<file path="src/rtl/mem_arb_pkg.sv">
// mem_arb_pkg: state encoding, port ids and default watchdog timeout for mem_port_arbiter
package mem_arb_pkg;
  typedef enum logic [1:0] {IDLE = 2'b00, GNT_I = 2'b01, GNT_D = 2'b10, HUNG = 2'b11} state_t;
  localparam logic PORT_I = 1'b0;
  localparam logic PORT_D = 1'b1;
  localparam int DEF_TIMEOUT = 64;
endpackage

</file>
<file path="src/rtl/mem_arb_watchdog.sv">
// mem_arb_watchdog: 8-bit busy-cycle counter; ports clk, rst, clr, en in; expire out at TIMEOUT-1
module mem_arb_watchdog
  import mem_arb_pkg::*;
#(
  parameter int TIMEOUT = DEF_TIMEOUT
) (
  input  logic clk,
  input  logic rst,
  input  logic clr,
  input  logic en,
  output logic expire
);
  logic [7:0] cnt;
  always_ff @(posedge clk)
    if (rst || clr) cnt <= '0;
    else if (en) cnt <= cnt + 8'd1;
  assign expire = cnt == 8'(TIMEOUT - 1);
endmodule

</file>
<file path="src/rtl/mem_port_arbiter.sv">
// mem_port_arbiter: round-robin share of one memory port between fetch (i_*) and data (d_*) requesters
// ports: i_* fetch side, d_* data side, m_* downstream request/response, hang sticky watchdog flag
module mem_port_arbiter
  import mem_arb_pkg::*;
#(
  parameter int TIMEOUT = DEF_TIMEOUT
) (
  input  logic        clk,
  input  logic        rst,
  input  logic        i_rd,
  input  logic [15:0] i_addr,
  output logic [15:0] i_data_out,
  output logic        i_done,
  output logic        i_stall,
  output logic        i_err,
  input  logic        d_rd,
  input  logic        d_wr,
  input  logic [15:0] d_addr,
  input  logic [15:0] d_data_in,
  output logic [15:0] d_data_out,
  output logic        d_done,
  output logic        d_stall,
  output logic        d_err,
  output logic        d_cachehit,
  output logic [15:0] m_addr,
  output logic [15:0] m_data_in,
  output logic        m_rd,
  output logic        m_wr,
  input  logic [15:0] m_data_out,
  input  logic        m_done,
  input  logic        m_cachehit,
  input  logic        m_err,
  output logic        hang
);
  state_t state, state_n;
  logic last_grant, idle, busy_i, busy_d, busy, bad, d_req, grant_i, grant_d, fin, expire, wd_to;
  assign idle    = state == IDLE;
  assign busy_i  = state == GNT_I;
  assign busy_d  = state == GNT_D;
  assign busy    = busy_i | busy_d;
  assign bad     = idle & d_rd & d_wr;
  assign d_req   = d_rd ^ d_wr;
  // an illegal rd+wr blocks every grant that cycle; ties go to the port not served last
  assign grant_d = idle & ~bad & d_req & (~i_rd | last_grant == PORT_I);
  assign grant_i = idle & ~bad & i_rd & (~d_req | last_grant == PORT_D);
  assign fin     = busy & m_done;
  assign wd_to   = busy & expire & ~m_done;
  mem_arb_watchdog #(.TIMEOUT(TIMEOUT)) u_wd (
    .clk(clk),
    .rst(rst),
    .clr(grant_i | grant_d),
    .en(busy & ~m_done),
    .expire(expire)
  );
  always_comb begin
    state_n = state;
    state_n = grant_d ? GNT_D : grant_i ? GNT_I : fin ? IDLE : wd_to ? HUNG : state;
  end
  always_ff @(posedge clk) begin
    if (rst) begin
      state      <= IDLE;
      last_grant <= PORT_I;
      m_addr     <= '0;
      m_data_in  <= '0;
      m_rd       <= 1'b0;
      m_wr       <= 1'b0;
    end else begin
      state <= state_n;
      if (grant_i || grant_d) begin
        last_grant <= grant_d;
        m_addr     <= grant_d ? d_addr : i_addr;
        m_data_in  <= grant_d ? d_data_in : '0;
        m_rd       <= grant_i | d_rd;
        m_wr       <= grant_d & d_wr;
      end else if (fin || wd_to) begin
        m_addr    <= '0;
        m_data_in <= '0;
        m_rd      <= 1'b0;
        m_wr      <= 1'b0;
      end
    end
  end
  assign i_done     = busy_i & (m_done | expire);
  assign i_err      = busy_i & (m_done ? m_err : expire);
  assign i_data_out = busy_i ? m_data_out : '0;
  assign i_stall    = i_rd & ~i_done;
  assign d_done     = (busy_d & (m_done | expire)) | bad;
  assign d_err      = (busy_d & (m_done ? m_err : expire)) | bad;
  assign d_data_out = busy_d ? m_data_out : '0;
  assign d_cachehit = busy_d & m_done & m_cachehit;
  assign d_stall    = (d_rd | d_wr) & ~d_done;
  assign hang       = state == HUNG;
endmodule
</file>
<file path="config.mk">
export PLATFORM = sky130hd
export DESIGN_NAME = mem_port_arbiter
export DESIGN_NICKNAME = d
export VERILOG_FILES = /design/src/rtl/mem_arb_pkg.sv /design/src/rtl/mem_arb_watchdog.sv /design/src/rtl/mem_port_arbiter.sv
export SDC_FILE = /design/constraint.sdc
export NUM_CORES = 1
export LEC_CHECK = 0
export CORE_ASPECT_RATIO = 1.4
export CORE_UTILIZATION = 40
export CTS_CLUSTER_DIAMETER = 100
export DETAILED_ROUTE_END_ITERATION = 6
export GPL_TIMING_DRIVEN = 0
export PLACE_DENSITY = 0.95
export SYNTH_ARGS = -nofsm -noshare
export SYNTH_HDL_FRONTEND = slang
export SYNTH_HIERARCHICAL = 1
export SYNTH_SLANG_ARGS = --single-unit
export TNS_END_PERCENT = 10
</file>
<file path="constraint.sdc">
create_clock -name clk -period 3.6 [get_ports clk]
set_input_delay 0.72 -clock clk [delete_from_list [all_inputs] [get_ports clk]]
set_output_delay 0.72 -clock clk [all_outputs]
set_load 0.05 [all_outputs]
</file>
==> flow_summary.json, run 1 <==
{
  "numCtsBuffers": 5,
  "hp-class": "reg -> reg",
  "setup_viol": 0,
  "ios": 146,
  "dpl.hpwl_um": 6000,
  "slew_headroom": 0.624,
  "fmax_ghz": 0.294,
  "port_buffers": 145,
  "core_mm2": 0.00557,
  "nets": 488,
  "comb_power_share": 0.495,
  "swShare": 0.419,
  "grt_antenna_before_repair": 0,
  "initial_utilization": 0.418,
  "ys.flop_type": "dfxtp_1",
  "ys_types": 37,
  "p_per_area_mw_per_mm2": 450,
  "synth_most_common_cell": "dfxtp_1",
  "cp.arrival_ns": 2.68,
  "root_buffer": "clkbuf_8",
  "grt_max_degree": 14,
  "firstDrtPassIters": 4,
  "cp-start-kind": "input pin",
  "max-vdd-ir-drop_uv": 304,
  "mappedNetlistArea_mm2": 0.00233,
  "diodes": 0,
  "period_needed_ns": 3.40,
  "power_frac_clock": 0.172,
  "cts_hold_buf": 0,
  "drive_above_1_share": 0.0730,
  "cp_data_required_time_ns": 2.88,
  "wl_per_cell_um": 15.7,
  "viasPerCell": 5.49,
  "areaGrowthSynthToFinish_pct": 69.9,
  "netSwitchingPower_mw": 0.746,
  "antenna_left": 0,
  "timing.final.crit_share": 0.945,
  "drv_cap": 0,
  "clock-sinks": 45,
  "yosysTopAreaCell": "dfxtp_1",
  "ys_async_sr_fraction": 0,
  "routabilityCongestion": 0.823,
  "rsz0062_at_grt": "false",
  "synthesis.nets": 336,
  "ys_ff_latch": 45,
  "worst_setup_path_end_kind": "primary output",
  "grt_pass1_vias": 2573,
  "path_max_fanout": 10,
  "grt-ovfl-total": 0,
  "synth.top_cell.area_share": 0.387,
  "dieArea_mm2": 0.00613,
  "syn_inst": 258,
  "synth_commonest_cells": "dfxtp_1, and2_1, nand3_1",
  "grt_pass1_wl_um": 12200,
  "insertion_delay_ns": 0.30,
  "vias": 2628,
  "drtIter0Drc": 106,
  "die_h_um": 92.3,
  "post-route-util": 0.710,
  "fp.dieW_um": 66.5,
  "drcViolationCount": 0,
  "status": "finished clean",
  "tritoncts": "built",
  "avgSynthCellArea_um2": 9.02,
  "routed_wl_um": 7530,
  "grt_usage": 0.256,
  "cts_max_level": 2,
  "fillers": 442,
  "final.setup.tns_ns": 0,
  "slew_viol_final": 0,
  "synth-warning-count": 6,
  "path_clk_slew_ns": 0.08,
  "tightest_slew_ns": 0.562,
  "yosys-top-cells-area": "dfxtp_1, and2_1, a22o_1",
  "fp-row-count": 32,
  "postCtsSetupBuffers": 0,
  "final-hold-violation-count": 0,
  "cts-resized-gates": 0,
  "cts_buffer_depth": 2,
  "internal-power_mw": 1.03,
  "path_class": "in -> out",
  "seqPwrFrac": 0.333,
  "synth_edf_count": 0,
  "p_leak_nw": 1.46,
  "clock_skew_ns": 0.0101,
  "synth-seq-area-share": 0.387
}
==> power by group through the flow <==
stage | Clock (mW) | Sequential [mW] | Combinational (mW)
global route | 0.328 | 0.599 | 0.931
CTS | 0.310 | 0.591 | 0.880
detailed placement | 0 | 0.601 | 0.878
floorplan | 0 | 0.779 | 0.382
finish | 0.306 | 0.592 | 0.880
global placement | 0 | 0.600 | 0.862
==> cell families (layout without fill, tap and decap cells) <==
| logic type | after synthesis | after routing | share of synthesized area |
|---|---|---|---|
| flip-flops | 45 | 45 | 0.387 |
| XOR/XNOR | 4 | 4 | 0.0151 |
| AND/OR/NAND/NOR | 97 | 97 | 0.238 |
| multiplexers | 1 | 1 | 0.00430 |
| buffers and inverters | 32 | 185 | 0.0737 |
| adder cells (fa/ha/maj) | 6 | 6 | 0.0323 |
| AO/OA/AOI/OAI | 73 | 73 | 0.249 |
==> state kept, by name, summed over array words and instances, names as in the netlist <==
signal,flops
m_wr,1
m_rd,1
m_data_in,16
m_addr,16
u_wd/cnt,8
last_grant,1
state,2
==> placed cells by master, fill, tap and decap left out, types with 2 or more instances in the layout <==
master,Yosys,routed
clkdlybuf4s50_1,0,145
nand4_1,18,18
o21ai_0,7,7
nor2_1,8,8
clkbuf_1,8,10
or3_1,3,3
inv_1,7,7
buf_2,11,11
buf_6,4,4
and3_1,2,2
nand2_1,6,6
and2_1,33,33
a22o_1,17,17
a21oi_1,7,7
xor2_1,3,3
clkbuf_8,0,5
nand3_1,19,19
dfxtp_1,45,45
nor2b_1,3,3
a211oi_1,16,16
buf_4,2,2
a311oi_1,16,16
ha_1,6,6
a21o_1,2,2
==> layout make-up <==
class                           instances  area, um^2  area share
Sequential cell                        45         901       0.228
Inverter                                7        26.3     0.00665
Tap cell                               68        85.1      0.0215
Timing Repair Buffer                  145        1450       0.367
Clock inverter                          1        7.51     0.00190
Multi-Input combinational cell        181        1260       0.319
Clock buffer                            7        76.3      0.0193
Buffer                                 25         145      0.0367
==> final timing paths <==
| path | from | end | cells after the start | slack (ns) |
|---|---|---|---|---|
| worst min-delay path | m_data_in[2] | m_data_in[2] | 1 | 0.48 |
| worst min register to register | m_data_in[2] | m_data_in[2] | 1 | 0.48 |
| worst max register to register | u_wd/cnt[0] | m_addr[6] | 8 | 1.50 |
| worst max-delay path | i_rd | i_stall | 5 | 0.20 |
==> routing by layer <==
| layer | GRT usage | vias to the layer above | routed length (um) | share of wire |
|---|---|---|---|---|
| li1 | - | 1263 | - | - |
| met3 | 0.0833 | 16 | 810 | 0.11 |
| met1 | 0.261 | 1203 | 2570 | 0.34 |
| met5 | 0 | - | 0 | 0 |
| met4 | 0.0904 | 0 | 164 | 0.022 |
| met2 | 0.470 | 146 | 3980 | 0.53 |
==> through the flow <==
step                      cell area [um^2]  hold slack, ns  worst slack [ns]  cells  power (mW)
after floorplan                       2330           0.458             0.582    258        1.16
after global placement                3860           0.457             0.209    471        1.46
after detailed placement              3860           0.453             0.217    471        1.48
after CTS                             3950           0.482            0.0188    479        1.78
after global routing                  3950           0.506            0.0748    479        1.86
final                                 3950           0.482             0.199    479        1.78
==> critical path, cell delays in order <==
cell	delay, ns
clkdlybuf4s50_1	0.51
clkbuf_1	0.36
inv_1	0.16
nor2_1	0.12
clkdlybuf4s50_1	0.80
(Power assumes the default switching activity.)
==> run 2, diff against run 1 <==
CORE_UTILIZATION = 33   (was 40)
MAX_ROUTING_LAYER = met4   (was not set)
PLACE_DENSITY = 0.85   (was 0.95)
SLEW_MARGIN = 10   (was not set)
clock period = 3.1 ns   (was 3.6 ns; I/O delays follow)
==> run 2 against run 1 <==
Net effect: combinational power rose by 16%; sequential cell count did not move; register-to-register slack got worse by 0.50 ns; first-iteration DRC count fell by 23%; core utilization fell by 11 points; critical path type is now reg -> out.
==> flow_summary.json, run 2 (synthesis results as in run 1) <==
{
  "numCtsBuffers": 5,
  "drtIter0Drc": 82,
  "fp.dieW_um": 73.0,
  "path_delay_family": "buffers and inverters",
  "hp-class": "reg -> reg",
  "die_h_um": 101,
  "insertion_delay_ns": 0.30,
  "drv_cap": 0,
  "final_cell_mix": "clkdlybuf4s50_1, dfxtp_1, and2_1, nand3_1, nand4_1",
  "worst_slack_ns": 0.132,
  "tritoncts": "built",
  "root_buffer": "clkbuf_8",
  "slowest_stage": "clkdlybuf4s50_1",
  "cts_hold_buf": 0,
  "cp-start-kind": "register",
  "hold_slack_ns": 0.481,
  "routed_wl_um": 7440,
  "viasPerCell": 5.20,
  "core_mm2": 0.00670,
  "max-vdd-ir-drop_uv": 368,
  "grt_pass1_wl_um": 11900,
  "cts_max_level": 2,
  "grt_usage": 0.210,
  "cp_data_required_time_ns": 2.48,
  "vias": 2617,
  "final.setup.tns_ns": 0,
  "drcViolationCount": 0,
  "dp_slack_ns": -0.0879,
  "fmax_ghz": 0.337,
  "routabilityCongestion": 0.761,
  "status": "finished clean",
  "areaGrowthSynthToFinish_pct": 73.1,
  "post_dp_cell_area_mm2": 0.00389,
  "initial_utilization": 0.347,
  "p_leak_nw": 1.59,
  "ios": 146,
  "timing.final.crit_share": 0.957,
  "fin_area_mm2": 0.00403,
  "slew_viol_final": 0,
  "period_needed_ns": 2.97,
  "grt_pass1_vias": 2546,
  "path_buf_inv": 3,
  "clock-sinks": 45,
  "setup_viol": 0,
  "r2r-start": "u_wd/cnt[0]",
  "fp-row-count": 35,
  "path_cells": "inv_1 -> ha_1 -> clkbuf_1 -> and2_1 -> clkdlybuf4s50_1",
  "port_buffers": 145,
  "final-hold-violation-count": 0,
  "rr_endpoint": "m_addr[5]",
  "power_mw": 2.17,
  "cts_buffer_depth": 2,
  "path_class": "reg -> out",
  "min_from": "m_data_in[5]",
  "slew_headroom": 0.647,
  "path_max_fanout": 10,
  "diodes": 0,
  "wl_per_cell_um": 14.8,
  "path_clk_slew_ns": 0.09,
  "rsz0062_at_grt": "true",
  "nets": 488,
  "grt_max_degree": 17,
  "grt_antenna_before_repair": 0,
  "firstDrtPassIters": 4,
  "crit_path_max_incr_delay_ns": 0.79,
  "grt-ovfl-total": 0,
  "clock_skew_ns": 0.0118,
  "tightest_slew_ns": 0.527,
  "worstSetupPathDepth": 5,
  "final_common_cell": "clkdlybuf4s50_1",
  "antenna_left": 0,
  "reg2reg_depth": 8,
  "hold_path_end": "m_data_in[5]",
  "cp.arrival_ns": 2.35,
  "hold_depth": 1,
  "drive_above_1_share": 0.0779,
  "top_regs": "m_addr (16), m_data_in (16), u_wd/cnt (8)",
  "dpl.hpwl_um": 5760,
  "worst_setup_path_end_kind": "primary output",
  "rrSetupSlack_ns": 1.00,
  "p_per_area_mw_per_mm2": 538,
  "dieArea_mm2": 0.00740
}
## run 2: cell types whose count changed in the layout (fill, tap and decap cells not counted)
| cell | change |
|---|---|
| clkdlybuf4s50_1 | -11 |
| dlymetal6s2s_1 | +6 |
| dlygate4sd2_1 | +4 |
| clkbuf_1 | -2 |
| bufinv_16 | +1 |
| clkdlybuf4s15_1 | +1 |
| inv_8 | +1 |
## run 2: stage by stage
stage | std cells | utilization
after global routing | 503 | 0.601
final | 503 | 0.601
after global placement | 495 | 0.581
after floorplan | 258 | -
after CTS | 503 | 0.599
after detailed placement | 495 | 0.581
## run 2: cell type report
class | instances | area [um^2]
plain buffers | 25 | 145
clock buffers | 5 | 68.8
clock inverters | 3 | 48.8
fillers | 609 | 2670
inverters | 7 | 26.3
multi-input cells | 181 | 1260
flip-flops and latches | 45 | 901
well taps | 92 | 115
repair buffers | 145 | 1460
## run 2: worst register-to-register path: stages (launching register included)
cell and delay (ns):
dfxtp_1 0.40, ha_1 0.24, nand2_1 0.08, nor4_2 0.36, o21a_1 0.19, buf_6 0.15
buf_2 0.23, a211oi_1 0.09, a311oi_1 0.28
## run 2: what timing repair did
item,4_1_cts,5_1_grt
gates resized for setup,6,7
buffers inserted,0,0
endpoints found under the setup margin,6,7
## run 2: layer usage
metal,part of all wire,track usage,wire length (um),vias up
li1,-,-,-,1268
met1,0.39,0.226,2880,1210
met2,0.53,0.398,3930,133
met3,0.076,0.0328,566,6
met4,0.0079,0.0407,59,0
met5,0,-,0,-
## run 2: report_power, final
group	total, mW	internal, mW	switching [mW]
sequential	0.686	0.646	0.0403
clock	0.462	0.246	0.217
combinational	1.02	0.389	0.628
total	2.17	1.28	0.885
## run 2: worst max path at each step
stage                     start            end  slack, ns
detailed placement         i_rd        i_stall      -0.09
global route        u_wd/cnt[0]          d_err      -0.01
floorplan           u_wd/cnt[0]          d_err       0.18
finish                 state[0]  d_data_out[6]       0.13
CTS                      m_done        d_stall       0.03
global placement           i_rd        i_stall      -0.06
